## config.mk

```make
export PLATFORM = sky130hd
export DESIGN_NAME = muldiv_unit
export DESIGN_NICKNAME = d
export VERILOG_FILES = /design/src/rtl/muldiv_unit_pkg.sv /design/src/rtl/muldiv_unit_div_step.sv /design/src/rtl/muldiv_unit.sv
export SDC_FILE = /design/constraint.sdc
export NUM_CORES = 1
export LEC_CHECK = 0
export BUFFER_PORTS_ARGS = -buffer_cell sky130_fd_sc_hd__buf_2
export CELL_PAD_IN_SITES_DETAIL_PLACEMENT = 0
export CELL_PAD_IN_SITES_GLOBAL_PLACEMENT = 1
export CORE_UTILIZATION = 47
export DETAILED_ROUTE_END_ITERATION = 8
export PLACE_DENSITY = 0.92
export SYNTH_ARGS = -nofsm -noshare
export SYNTH_HDL_FRONTEND = slang
export SYNTH_SLANG_ARGS = --single-unit
```

## constraint.sdc

```tcl
create_clock -name clk -period 16.19 [get_ports clk]
set_input_delay 3.238 -clock clk [delete_from_list [all_inputs] [get_ports clk]]
set_output_delay 3.238 -clock clk [all_outputs]
set_load 0.05 [all_outputs]
```

## src/rtl/muldiv_unit_pkg.sv

```systemverilog
// Shared definitions for the multiply/divide unit: ALU op codes it decodes,
// FSM state encoding and a small decode helper.
package muldiv_unit_pkg;

  // alucontrol op codes (same values as the EX-stage ALU decoder)
  localparam logic [7:0] EXE_ADD_OP   = 8'b0010_0000;
  localparam logic [7:0] EXE_MULT_OP  = 8'b0001_1000;
  localparam logic [7:0] EXE_MULTU_OP = 8'b0001_1001;
  localparam logic [7:0] EXE_DIV_OP   = 8'b0001_1010;
  localparam logic [7:0] EXE_DIVU_OP  = 8'b0001_1011;

  typedef enum logic [1:0] {
    ST_IDLE = 2'd0,
    ST_MUL  = 2'd1,
    ST_DIV  = 2'd2,
    ST_FIX  = 2'd3
  } state_t;

  function automatic logic is_muldiv_op(input logic [7:0] op);
    return (op == EXE_MULT_OP) || (op == EXE_MULTU_OP) ||
           (op == EXE_DIV_OP)  || (op == EXE_DIVU_OP);
  endfunction

endpackage

```

## src/rtl/muldiv_unit_div_step.sv

```systemverilog
// One radix-2 restoring-divide step: shift the next dividend bit into the
// partial remainder and subtract the divisor when it fits.
module div_step #(
  parameter int WIDTH = 32
) (
  input  logic [WIDTH-1:0] rem_i,
  input  logic [WIDTH-1:0] divisor_i,
  input  logic             bit_i,
  output logic [WIDTH-1:0] rem_o,
  output logic             qbit_o
);

  logic [WIDTH:0] shifted;
  logic [WIDTH:0] trial;

  // Trial subtraction; the extra MSB is the borrow since rem_i < divisor_i.
  always_comb begin
    shifted = {rem_i, bit_i};
    trial   = shifted - {1'b0, divisor_i};
    qbit_o  = ~trial[WIDTH];
    rem_o   = qbit_o ? trial[WIDTH-1:0] : shifted[WIDTH-1:0];
  end

endmodule

```

## src/rtl/muldiv_unit.sv

```systemverilog
// Multi-cycle multiply/divide unit for the EX stage. Produces a {hi,lo}
// result pair; busy stalls the pipeline while an iterative op runs.
// Optional feature macro: MULDIV_FAST_MUL_EN (single-cycle multiply).
module muldiv_unit
  import muldiv_unit_pkg::*;
#(
  parameter int WIDTH = 32
) (
  input  logic             clk,
  input  logic             rst,
  input  logic [7:0]       alucontrol,
  input  logic             start,
  input  logic             flush,
  input  logic [WIDTH-1:0] a,
  input  logic [WIDTH-1:0] b,
  output logic             busy,
  output logic             done,
  output logic [WIDTH-1:0] hi,
  output logic [WIDTH-1:0] lo
);

  localparam int CNT_W = $clog2(WIDTH) + 1;
  localparam logic [CNT_W-1:0] LAST_CNT = CNT_W'(WIDTH - 1);

  state_t state_q, state_d;

  logic [CNT_W-1:0]   cnt_q;
  logic               op_div_q, neg_q, rsign_q;
  logic [2*WIDTH-1:0] acc_q, mcand_q;
  logic [WIDTH-1:0]   mplier_q, dvsr_q, quot_q, rem_q;
  logic [WIDTH-1:0]   hi_q, lo_q;

  logic               is_mul, is_div, is_signed, accept, div_zero, last_iter;
  logic [WIDTH-1:0]   mag_a, mag_b;
  logic [WIDTH-1:0]   step_rem;
  logic               step_q;
  logic [2*WIDTH-1:0] prod_fix;
  logic [WIDTH-1:0]   quot_fix, rem_fix, res_hi, res_lo;

  // Magnitude of an operand; signed MIN maps to unsigned 2^(WIDTH-1).
  function automatic logic [WIDTH-1:0] magnitude(input logic [WIDTH-1:0] v,
                                                 input logic sgn);
    return (sgn && v[WIDTH-1]) ? -v : v;
  endfunction

  // Op decode and acceptance (flush in IDLE drops a coincident start).
  always_comb begin
    is_mul    = 1'b0;
    is_div    = 1'b0;
    is_signed = 1'b0;
    case (alucontrol)
      EXE_MULT_OP:  begin is_mul = 1'b1; is_signed = 1'b1; end
      EXE_MULTU_OP: begin is_mul = 1'b1; end
      EXE_DIV_OP:   begin is_div = 1'b1; is_signed = 1'b1; end
      EXE_DIVU_OP:  begin is_div = 1'b1; end
      default: ;
    endcase
    accept    = start && !flush && (state_q == ST_IDLE) && is_muldiv_op(alucontrol);
    div_zero  = (b == '0);
    mag_a     = magnitude(a, is_signed);
    mag_b     = magnitude(b, is_signed);
    last_iter = (cnt_q == LAST_CNT);
  end

`ifdef MULDIV_FAST_MUL_EN
  logic [2*WIDTH-1:0] fast_prod;

  // Single-cycle full-width product, signed or unsigned per op.
  always_comb begin
    if (is_signed)
      fast_prod = $signed({{WIDTH{a[WIDTH-1]}}, a}) * $signed({{WIDTH{b[WIDTH-1]}}, b});
    else
      fast_prod = {{WIDTH{1'b0}}, a} * {{WIDTH{1'b0}}, b};
  end
`endif

  div_step #(.WIDTH(WIDTH)) u_div_step (
    .rem_i     (rem_q),
    .divisor_i (dvsr_q),
    .bit_i     (quot_q[WIDTH-1]),
    .rem_o     (step_rem),
    .qbit_o    (step_q)
  );

  // Sign fix-up of the magnitude result, applied during FIX.
  always_comb begin
    prod_fix = neg_q   ? -acc_q  : acc_q;
    quot_fix = neg_q   ? -quot_q : quot_q;
    rem_fix  = rsign_q ? -rem_q  : rem_q;
    res_hi   = op_div_q ? rem_fix  : prod_fix[2*WIDTH-1:WIDTH];
    res_lo   = op_div_q ? quot_fix : prod_fix[WIDTH-1:0];
  end

  // State register.
  always_ff @(posedge clk or posedge rst) begin
    if (rst) state_q <= ST_IDLE;
    else     state_q <= state_d;
  end

  // Next-state and status outputs; hi/lo show the new result in the done cycle.
  always_comb begin
    state_d = state_q;
    busy    = 1'b0;
    done    = 1'b0;
    hi      = hi_q;
    lo      = lo_q;
    case (state_q)
      ST_IDLE: begin
        if (accept) begin
          if (is_div)
            state_d = div_zero ? ST_FIX : ST_DIV;
          else
`ifdef MULDIV_FAST_MUL_EN
            state_d = ST_FIX;
`else
            state_d = ST_MUL;
`endif
        end
      end
      ST_MUL, ST_DIV: begin
        busy = 1'b1;
        if (flush)          state_d = ST_IDLE;
        else if (last_iter) state_d = ST_FIX;
      end
      ST_FIX: begin
        state_d = ST_IDLE;
        if (!flush) begin
          done = 1'b1;
          hi   = res_hi;
          lo   = res_lo;
        end
      end
      default: state_d = ST_IDLE;
    endcase
  end

  // Operand latch, shift-add / restoring-divide iterations and hi/lo commit.
  always_ff @(posedge clk or posedge rst) begin
    if (rst) begin
      cnt_q    <= '0;
      op_div_q <= 1'b0;
      neg_q    <= 1'b0;
      rsign_q  <= 1'b0;
      acc_q    <= '0;
      mcand_q  <= '0;
      mplier_q <= '0;
      dvsr_q   <= '0;
      quot_q   <= '0;
      rem_q    <= '0;
      hi_q     <= '0;
      lo_q     <= '0;
    end else begin
      case (state_q)
        ST_IDLE: begin
          if (accept) begin
            cnt_q    <= '0;
            op_div_q <= is_div;
            neg_q    <= is_signed & (a[WIDTH-1] ^ b[WIDTH-1]);
            rsign_q  <= is_signed & a[WIDTH-1];
            acc_q    <= '0;
            mcand_q  <= {{WIDTH{1'b0}}, mag_a};
            mplier_q <= mag_b;
            dvsr_q   <= mag_b;
            quot_q   <= mag_a;
            rem_q    <= '0;
            // Divide by zero: preload the fixed result with no sign fix-up.
            if (is_div && div_zero) begin
              quot_q  <= '1;
              rem_q   <= a;
              neg_q   <= 1'b0;
              rsign_q <= 1'b0;
            end
`ifdef MULDIV_FAST_MUL_EN
            if (!is_div) begin
              acc_q <= fast_prod;
              neg_q <= 1'b0;
            end
`endif
          end
        end
        ST_MUL: begin
          if (mplier_q[0]) acc_q <= acc_q + mcand_q;
          mcand_q  <= mcand_q << 1;
          mplier_q <= mplier_q >> 1;
          if (!last_iter) cnt_q <= cnt_q + 1'b1;
        end
        ST_DIV: begin
          rem_q  <= step_rem;
          quot_q <= {quot_q[WIDTH-2:0], step_q};
          if (!last_iter) cnt_q <= cnt_q + 1'b1;
        end
        ST_FIX: begin
          if (!flush) begin
            hi_q <= res_hi;
            lo_q <= res_lo;
          end
        end
        default: ;
      endcase
    end
  end

endmodule

```

==> flow_metrics.py <==
metrics = {
    "clocking": {
        "post_cts_setup_buffers": 0,
        "cts_hold_repair.buffers": 0,
        "clock_tree_from_tritoncts": "built",
        "cts.htree.levels": 2,
        "cts.root.buffer_cell": "sky130_fd_sc_hd__clkbuf_16",
        "clkLatencyLatePin_ns": 0.57,
        "clock-sinks": 331,
        "post_cts_resized": 0,
        "cts_buffers": 40,
        "clkTransAtPathRegs_ns": 0.05,
        "maximum_clock_path_buffer_count": 3,
    },
    "logic_synthesis": {
        "synthCells": 2906,
        "postSynth.topFlopCell": "sky130_fd_sc_hd__dfrtp_1",
        "ys_seq_elements": 331,
        "synth.net_count": 3089,
        "count_of_different_cell_masters_after_synthesis": 75,
        "synth_enable_flop_cells": 0,
        "yosysSeqAreaShare_pct": 35.1,
        "async_flop_share_pct": 100,
        "avgSynthCellArea_um2": 8.12,
        "yosys_warnings": 0,
        "post_synth_instance_area_um2": 23600,
    },
    "critical_path": {
        "critical_path.max_fanout": 39,
        "critical_path_class": "in2out",
        "critPathArrivalTime_ns": 5.26,
        "critical_path.endpoint_type": "primary output",
        "register_to_register_path_setup_slack_ns": 11.30,
        "critPathLaunchType": "input port",
        "critical_path_rt_ns": 12.95,
    },
    "power": {
        "ir_worst_vdd_mv": 0.113,
        "power_leakage_uw": 0.0114,
        "power.density_nw_per_um2": 197,
        "totalPowerFinal_uw": 5130,
    },
    "timing": {
        "hold_ws_ns": 0.467,
        "min_period_over_period_pct": 52.5,
        "final_critical_path_required_period_ns": 8.49,
        "rsz0062_at_grt": "no",
        "finClkSkew_ns": 0.0186,
        "tightestPinTransition_ns": 1.21,
        "setup_total_negative_slack_ns": 0,
        "report.final.setup_viol": 0,
        "max_slew_margin_pct": 18.5,
        "finalHoldViolCount": 0,
        "timing.final.max_slew_violations": 0,
        "achievable_clock_frequency_mhz": 118,
    },
    "floorplanning": {
        "core_rows": 81,
        "floorplan.core_area_um2": 49300,
        "die_width_um": 226,
        "floorplan.initialDensity_pct": 47.9,
        "die_height_um": 226,
        "dieArea_um2": 51100,
        "floorplan.io_pins": 142,
    },
    "global_routing": {
        "groute.usage.overall_pct": 30.3,
        "overflow": 0,
        "first_global_vias": 20800,
        "grt_antenna_before_repair": 3,
        "pin_count_of_the_biggest_net_entering_global_routing": 120,
        "grt_pass1_wl_mm": 121,
    },
    "run_status": {
        "status": "finished clean",
    },
    "finish": {
        "mostFrequentLayoutCell": "sky130_fd_sc_hd__o21ai_0",
        "finalNetCount": 3122,
        "layout.cell_area.non_filler_um2": 26100,
        "flow.area_growth_from_synthesis_pct": 10.6,
        "nFillCells": 4650,
        "postLayoutCoreUtil_pct": 53.0,
        "mostFrequentLayoutCells": "sky130_fd_sc_hd__o21ai_0 (348), sky130_fd_sc_hd__dfrtp_1 (329), sky130_fd_sc_hd__nand2_1 (307)",
        "post_route_cells_drive_above_1_share_pct": 9.40,
    },
    "drt": {
        "remaining_drc_errors": 0,
        "dr.pass1.iters": 6,
        "detail-route-antenna-nets": 0,
        "via_count": 22300,
        "drt_first_iter_violations": 2055,
        "detail_route.wl_per_cell_um": 21.2,
        "viasPerCell": 6.15,
        "routed_wl_mm": 77.1,
    },
    "run": {
        "timing.max_cap.violations": 0,
    },
    "placement": {
        "globalplace.congestion": 1.01,
        "place_hpwl_mm": 56.6,
        "post_dp_cell_area_um2": 24700,
        "placement.io_buffers": 141,
    },
    "worst_hold_path": {
        "min_path_type": "reg2reg",
    },
}
-- kinds of logic (layout without fill, tap and decap cells) --
group	after synthesis	in the layout	share of synthesized area, %
AO/OA/AOI/OAI	1016	1016	26.0
XOR/XNOR	263	263	9.76
AND/OR/NAND/NOR	895	895	17.6
buffers and inverters	255	317	4.07
adder cells (fa/ha/maj)	107	107	5.74
flip-flops	331	331	35.1
multiplexers	39	39	1.72
other	0	1	0
-- flip-flops by register name, summed over array words and instances (netlist names) --
signal    count
acc_q        64
mcand_q      64
dvsr_q       32
hi_q         32
lo_q         32
mplier_q     32
quot_q       32
rem_q        32
cnt_q         6
state_q       2
neg_q         1
op_div_q      1
rsign_q       1
-- cell usage after synthesis, drive strengths merged, types with 35 or more instances --
cell | n | area, um^2
a21o | 69 | 518
a21oi | 309 | 1550
a22o | 36 | 315
clkbuf | 157 | 591
dfrtp | 331 | 8280
ha | 105 | 1310
inv | 80 | 300
mux2i | 35 | 350
nand2 | 309 | 1160
nand3 | 99 | 495
nor2 | 235 | 882
nor3 | 50 | 250
o21ai | 354 | 1770
o31ai | 57 | 428
or3 | 47 | 294
xnor2 | 141 | 1230
xor2 | 122 | 1070
-- report_power, final --
part / leakage (uW) / internal, uW / switching [uW] / total, uW
combinational: 0.00655 / 959 / 1760 / 2720
sequential: 0.00420 / 1110 / 367 / 1480
clock: 0.000655 / 560 / 377 / 937
total: 0.0114 / 2630 / 2500 / 5130
-- metrics by stage --
stage	cells	setup slack, ns
final	3633	7.70
after detailed placement	3561	7.80
after CTS	3632	7.80
after global routing	3633	7.57
after global placement	3561	7.68
after floorplan	2906	3.78
-- metal layers --
layer	share of wire (%)	global-route usage, %	wire, um
met5	0.035	0	27
met4	3.8	11.1	2910
met3	7.6	4.83	5840
met2	45	47.4	34300
met1	44	42.1	34000
-- worst paths after layout --
kind                                       from                 endpoint  depth (start not counted)
max in group asynchronous                   rst  mcand_q[27]$_DFFE_PP0P_                          4
max reg2reg                acc_q[0]$_DFFE_PP0P_    acc_q[42]$_DFFE_PP0P_                         13
min in group asynchronous                   rst   mcand_q[6]$_DFFE_PP0P_                          2
min reg2reg                  lo_q[28]$_DFF_PP0_       lo_q[28]$_DFF_PP0_                          1
min                          lo_q[28]$_DFF_PP0_       lo_q[28]$_DFF_PP0_                          1
max                                       flush                   hi[27]                          6
-- area by class of cell --
type	instances	area [um^2]	area share, %
Multi-Input combinational cell	2320	14400	55.3
Sequential cell	331	8290	31.8
Clock buffer	56	1150	4.42
Timing Repair Buffer	164	878	3.37
Tap cell	664	831	3.18
Inverter	82	315	1.21
Clock inverter	15	190	0.729
Antenna cell	1	2.50	0.00959
-- critical path: stages --
cell	delay (ns)
sky130_fd_sc_hd__buf_2	0.12
sky130_fd_sc_hd__nand2b_4	0.34
sky130_fd_sc_hd__clkinv_1	0.54
sky130_fd_sc_hd__nand2_1	0.33
sky130_fd_sc_hd__o221ai_1	0.35
sky130_fd_sc_hd__buf_2	0.33
Power figures use the tool's default switching activity.
